===== config.mk =====
export PLATFORM = sky130hd
export DESIGN_NAME = song_reader
export DESIGN_NICKNAME = d
export VERILOG_FILES = /design/src/rtl/song_reader.sv
export SDC_FILE = /design/constraint.sdc
export NUM_CORES = 1
export LEC_CHECK = 0
export BUFFER_PORTS_ARGS = -buffer_cell sky130_fd_sc_hd__buf_4
export CORE_AREA = 2 2 69 71
export CTS_BUF_LIST = sky130_fd_sc_hd__clkbuf_8
export CTS_CLUSTER_SIZE = 20
export DETAILED_ROUTE_END_ITERATION = 12
export DIE_AREA = 0 0 71 73
export HOLD_SLACK_MARGIN = 0.02
export PLACE_DENSITY = 0.69
export SYNTH_ARGS = -nofsm -noshare
export SYNTH_HDL_FRONTEND = slang
export SYNTH_SLANG_ARGS = --single-unit
export TNS_END_PERCENT = 20

===== constraint.sdc =====
create_clock -name clk -period 9.1 [get_ports clk]
set_clock_uncertainty 0.15 [all_clocks]
set_input_delay 0.91 -clock clk [delete_from_list [all_inputs] [get_ports clk]]
set_output_delay 0.91 -clock clk [all_outputs]
set_load 0.02 [all_outputs]

===== src/rtl/song_reader.sv =====
// Song sequencer: walks one song of the internal ROM, handing notes to the player.
// Build option SONG_READER_LOOP_EN repeats the song instead of stopping at the end.
module song_reader #(
   parameter int NOTE_W = 6,
   parameter int DUR_W  = 6,
   parameter int IDX_W  = 5,
   parameter int SONG_W = 2
) (
   input  logic              clk,
   input  logic              reset,
   input  logic              play,
   input  logic [SONG_W-1:0] song,
   input  logic              note_done,
   output logic [NOTE_W-1:0] note,
   output logic [DUR_W-1:0]  duration,
   output logic              new_note,
   output logic              song_done
);

   localparam int WORD_W = NOTE_W + DUR_W;

   typedef enum logic [2:0] {
      IDLE,
      FETCH,
      CHECK,
      NEW_NOTE,
      WAIT,
      END
   } state_t;

   state_t              state;
   logic [IDX_W-1:0]    idx;
   logic [SONG_W-1:0]   song_latched;
   logic [WORD_W-1:0]   rom_q;
   logic [NOTE_W-1:0]   rom_note;
   logic [DUR_W-1:0]    rom_dur;

   // Song table; a zero duration marks the end of a song.
   function automatic logic [WORD_W-1:0] rom_word(
      input logic [SONG_W-1:0] s,
      input logic [IDX_W-1:0]  i
   );
      int n;
      int d;
      n = 0;
      d = 0;
      case (int'(s))
         0: begin
            case (int'(i))
               0: begin n = 5; d = 4; end
               1: begin n = 9; d = 2; end
               default: ;
            endcase
         end
         1: begin
            case (int'(i))
               0: begin n = 12; d = 3; end
               1: begin n = 0;  d = 1; end
               2: begin n = 20; d = 5; end
               3: begin n = 33; d = 2; end
               default: ;
            endcase
         end
         2: begin
            n = int'(i) * 3 + 7;
            d = int'(i) % 7 + 1;
         end
         3: begin
            case (int'(i))
               0: begin n = 40; d = 6;  end
               1: begin n = 41; d = 1;  end
               2: begin n = 63; d = 63; end
               default: ;
            endcase
         end
         default: ;
      endcase
      return {NOTE_W'(n), DUR_W'(d)};
   endfunction

   always_ff @(posedge clk) begin
      rom_q <= rom_word(song_latched, idx);
   end

   assign rom_note = rom_q[WORD_W-1:DUR_W];
   assign rom_dur  = rom_q[DUR_W-1:0];

   always_ff @(posedge clk) begin
      if (reset) begin
         state        <= IDLE;
         idx          <= '0;
         song_latched <= '0;
         note         <= '0;
         duration     <= '0;
         new_note     <= 1'b0;
         song_done    <= 1'b0;
      end else begin
         new_note <= 1'b0;
`ifdef SONG_READER_LOOP_EN
         song_done <= 1'b0;
`endif
         unique case (state)
            IDLE: begin
               if (play) begin
                  song_latched <= song;
                  idx          <= '0;
                  state        <= FETCH;
               end
            end
            FETCH: begin
               if (play) state <= CHECK;
            end
            CHECK: begin
               if (play) begin
                  if (rom_dur == '0) begin
                     state <= END;
                  end else begin
                     note     <= rom_note;
                     duration <= rom_dur;
                     new_note <= 1'b1;
                     state    <= NEW_NOTE;
                  end
               end
            end
            NEW_NOTE: begin
               state <= WAIT;
            end
            WAIT: begin
               // note_done is honoured even while paused
               if (note_done) begin
                  if (idx == '1) begin
                     state <= END;
                  end else begin
                     idx   <= idx + 1'b1;
                     state <= FETCH;
                  end
               end
            end
            END: begin
`ifdef SONG_READER_LOOP_EN
               if (play) begin
                  song_done <= 1'b1;
                  idx       <= '0;
                  state     <= FETCH;
               end
`else
               song_done <= 1'b1;
`endif
            end
            default: state <= IDLE;
         endcase
      end
   end

endmodule

### Word level (Yosys, flattened, before mapping)

Index checks and enable logic that the tools add are counted.

| operators by class | value |
|---|---|
| add/subtract/negate cells | 3 |
| $mul | 1 |
| divide/modulo/power cells | 1 |
| magnitude comparators | 0 |
| eq/ne operators | 17 |
| shift operators | 0 |
| mux-type cells | 20 |
| bitwise gates (word level) | 4 |
| reduce and logical (&&, ||, !) cells | 10 |

Operators with widths:

| kind | count |
|---|---|
| one-hot mux 6 bit (3 select lines) | 3 |
| one-hot mux 6 bit (4 select lines) | 2 |
| modulo 6 x 4 -> 32 bit, second input constant | 1 |
| two-way mux 3 bit | 6 |
| one-hot mux 3 bit (6 select lines) | 1 |
| two-way mux 5 bit | 3 |
| one-hot mux 3 bit (4 select lines) | 1 |
| == test 5 x 2 -> 1 bit, second input constant | 2 |
| != test 2 bit, second input constant | 5 |
| one-hot mux 5 bit (2 select lines) | 1 |
| one-hot mux 4 bit (2 select lines) | 1 |
| adder 6 x 2 -> 6 bit, second input constant | 1 |
| adder 6 x 3 -> 6 bit, second input constant | 1 |
| == test 3 x 2 -> 1 bit, second input constant | 2 |
| == test 3 bit, second input constant | 2 |
| logical NOT 6 bit | 1 |
| multiplier 5 x 2 -> 6 bit, second input constant | 1 |
| one-hot mux 3 bit (2 select lines) | 1 |
| adder 5 x 1 -> 5 bit, second input constant | 1 |
| == test 5 x 1 -> 1 bit, second input constant | 1 |
| == test 5 bit, second input constant | 1 |
| logical NOT 5 bit | 1 |
| AND reduction 5 bit | 1 |
| == test 2 bit, second input constant | 2 |
| 11 further kinds | 14 |

| word-level totals | value |
|---|---|
| register bits after elaboration | 36 |
| bits in latches | 0 |
| memory bits (writable) | 0 |
| ROM bits | 0 |
| input port bits | 6 |
| output and inout port bits | 14 |
| memories kept | 0 |

### Longest topological paths before layout

| depth | value |
|---|---|
| depth after elaboration | 4 |
| mapped depth | 17 |

### Least setup slack after synthesis

OpenSTA, ideal clock, no wires.

| path | value |
|---|---|
| kind | flip-flop to flip-flop |
| start | register idx[2] |
| end | register rom_q[1] |
| library setup time | 0.131 ns |
| arrival time | 3.680 ns |
| path slack | 5.139 ns |
| cell stages (with the launch flop) | 18 |
| clock period less this slack | 3.961 ns |
| cells stage by stage | dfxtp_1 -> ha_1 -> and2_1 -> xnor2_1 -> inv_1 -> ha_1 -> a22oi_2 -> o32ai_1 -> and2b_2 -> ha_1 -> or3b_4 -> nand2_1 -> mux2_2 -> ha_1 -> inv_1 -> o21ai_0 -> nand2_1 -> o21ai_0 |

| on the way | value |
|---|---|
| word-level cells in the longest chain between the ends | 3 |

Ends and longest elaborated chain:

| element | line | source |
|---|---|---|
| start: declaration | 32 | `logic [IDX_W-1:0] idx;` |
| start signal: assignment | 134 | `idx <= idx + 1'b1;` |
| modulo 6 x 4 -> 32 bit, or another cell as far along | 66 | `d = int'(i) % 7 + 1;` |
| adder 6 x 2 -> 6 bit, or another cell as far along | 66 |  |
| one-hot mux 6 bit (4 select lines) * | 47 | `case (int'(s))` |
| end signal: assignment | 82 | `rom_q <= rom_word(song_latched, idx);` |
| end: declaration | 34 | `logic [WORD_W-1:0] rom_q;` |

Mark *: on every way between the ends. The rest lies on a longest branch, timed or not.
A chain may end at the register's enable or synchronous reset.

### Final worst setup path

Same ends and word-level chain as after synthesis.

==> flow_summary.json <==
{
  "synth_area_leaders": "dfxtp_1 (30%), ha_1 (10%), mux2i_1 (6.7%)",
  "core_um2": 4540,
  "yosysWarnings": 0,
  "crit_path_end_kind": "flop",
  "hp-start": "rom_q[7]",
  "grt.total_usage_pct": 21.2,
  "wl_per_cell_um": 14.0,
  "grt_max_degree": 25,
  "initial_core_util_pct": 52.6,
  "syn_inst": 283,
  "postCtsHoldBufs": 0,
  "layout.nets": 321,
  "synth_fa_ha_area_share_pct": 9.97,
  "arrival_ns": 4.41,
  "rsz0062_at_grt": "no",
  "drc": 0,
  "seq_power_share_pct": 50.9,
  "setup_viol": 0,
  "ys_ff_latch": 36,
  "dp_hpwl_mm": 3.66,
  "finalMaxSlewViolations": 0,
  "relSlewSlack_pct": 27.3,
  "viasPerCell": 5.66,
  "antenna_found_initial": 0,
  "dr_wl_met3_um": 220,
  "insertion_delay_ns": 0.29,
  "area_delta_synth_final_pct": 10.6,
  "stdcell_count": 351,
  "chipWidth_um": 71,
  "hold_violations": 0,
  "synth.distinct_cells": 55,
  "seq_area_frac_synth_pct": 30.2,
  "maxCapViolCount": 0,
  "avgSynthCellArea_um2": 8.43,
  "yosysTopAreaCell": "dfxtp_1",
  "numCtsBuffers": 5,
  "crit_path_max_fanout": 8,
  "rows": 25,
  "top_layer": "met4",
  "drtAntennaViolNets": 0,
  "synthTopCellsByCount": "dfxtp_1 (36), nor2_1 (32), ha_1 (19), inv_1 (18), nand2_1 (18)",
  "clock_path_buffers": 2,
  "p_per_area_nw_per_um2": 126,
  "drive_above_1_share_pct": 14.1,
  "grt-ovfl-total": 0,
  "h-tree-depth": 2,
  "first_global_vias": 1873,
  "io_pins": 20,
  "internal_power_uw": 255,
  "cts.sinks": 36,
  "async_flop_share_pct": 0,
  "fmax_mhz": 228,
  "post-cts-setup-buffer-count": 0,
  "cp-startpoint": "idx[2]",
  "final.min_clock_period_ns": 4.39,
  "wl_met1_mm": 2.35,
  "wl_met2_mm": 2.20,
  "peakVddDrop_mv": 0.0606,
  "tightest_slew_ns": 1.08,
  "start_kind": "flop",
  "die_h_um": 73,
  "fin_tns_setup_ns": 0,
  "synthMuxAreaShare_pct": 7.82,
  "firstDrtPassIters": 4,
  "p_clk_share_pct": 42.0,
  "combPwrFrac_pct": 7.1,
  "timing.final.crit_share_pct": 48.2,
  "switching_power_uw": 77.5,
  "synth_xor_area_share_pct": 6.19,
  "path_clk_slew_ns": 0.08,
  "holdCritPathClass": "flop to flop",
  "totalWireLength_mm": 4.92,
  "synth_top_area_share_pct": 30.2,
  "insertedDiodeCount": 0,
  "ctsResizeCount": 0,
  "synth_top_family_by_area": "simple AND/OR/NAND/NOR gates",
  "cts_tree": "built",
  "ys.flop_type": "dfxtp_1",
  "portBuffers": 19,
  "required_ns": 9.12,
  "vias": 1987,
  "leakagePower_nw": 1.06,
  "outcome": "completed",
  "worstSetupPathType": "flop to flop",
  "drt-initial-drc-count": 71,
  "synth_area_um2": 2380,
  "synth_edf_count": 0,
  "syn-num-nets": 308,
  "grt_first_pass_wirelength_mm": 8.67,
  "synth-compound-area-share_pct": 19.5,
  "swShare_pct": 23.3,
  "reg2reg_slack_ns": 4.71,
  "yosysMostFrequentCell": "dfxtp_1",
  "rr_startpoint": "idx[2]",
  "dp_cells": 343,
  "synthSimpleGateAreaFrac_pct": 20.6,
  "cts_root_buffer": "clkbuf_8",
  "dieArea_um2": 5180,
  "place_congestion": 0.883
}
## state kept, by name (all words and copies together), names as in the netlist
signal,count
rom_q,12
duration,6
note,6
idx,5
state,3
song_latched,2
new_note,1
song_done,1
## area by class of cell
class,count,area (um2)
clock buffers,5,68.8
clock inverters,3,42.5
fillers,406,1900
inverters,18,67.6
multi-input cells,216,1530
flip-flops and latches,36,721
well taps,54,67.6
repair buffers,19,143
## worst paths after layout
kind                   end  cells after the start
hold reg to reg    note[1]                      2
setup reg to reg  rom_q[1]                     17
hold / removal     note[1]                      2
setup / recovery  rom_q[1]                     17
## stage by stage
stage / hold slack [ns] / instance area, um2 / util [%] / setup slack (ns) / power [mW]
after global placement: 0.296 / 2530 / 55.7 / 4.88 / 0.196
after global routing: 0.327 / 2640 / 58.2 / 4.35 / 0.346
after floorplan: 0.290 / 2380 / - / 5.14 / 0.189
final: 0.314 / 2640 / 58.2 / 4.71 / 0.332
after detailed placement: 0.303 / 2530 / 55.7 / 4.75 / 0.196
after CTS: 0.318 / 2640 / 58.2 / 4.73 / 0.336
## kinds of logic (layout without fill, tap and decap cells)
family | after synthesis | after routing
DFF | 36 | 36
and+or+nand+nor | 97 | 97
muxes | 18 | 18
adders and majority gates | 19 | 19
buffers and inverters | 31 | 45
AOI/OAI and AO/OA | 66 | 66
xor gates and xnor gates | 16 | 16
## cells in the final DEF, fill, tap and decap left out, types with 4 or more instances in the layout
master	instances
clkbuf_8	5
xor2_1	4
a21oi_1	15
o21ai_0	15
nand2_1	18
nor2_1	32
nor3_1	11
xnor2_1	11
dfxtp_1	36
buf_4	19
nor2b_1	5
mux2i_1	16
inv_1	18
nand3b_1	4
nand3_1	6
nand2b_1	6
ha_1	19
## worst max-delay path, stage by stage, from the launching register on
cell and delay [ns]:
dfxtp_1 0.40, ha_1 0.33, and2_1 0.22, xnor2_1 0.40
inv_1 0.12, ha_1 0.26, a22oi_2 0.32, o32ai_1 0.17
and2b_2 0.26, ha_1 0.22, or3b_4 0.42, nand2_1 0.12
mux2_2 0.34, ha_1 0.28, inv_1 0.05, o21ai_0 0.06
nand2_1 0.09, o21ai_0 0.07
## metal layers
metal / vias to the layer above / GRT usage (%)
li1: 1030 / -
met1: 896 / 27.8
met2: 49 / 33.3
met3: 12 / 3.45
met4: 0 / 11.5
met5: - / 0
## power by group through the flow
stage / Clock (mW) / Combinational, mW / Sequential, mW
2_1_floorplan: 0 / 0.0198 / 0.169
3_3_place_gp: 0 / 0.0236 / 0.173
3_5_place_dp: 0 / 0.0237 / 0.173
4_1_cts: 0.144 / 0.0239 / 0.169
5_1_grt: 0.149 / 0.0273 / 0.170
6_report: 0.139 / 0.0237 / 0.169
Note: power is estimated with default switching activity, not from simulation.
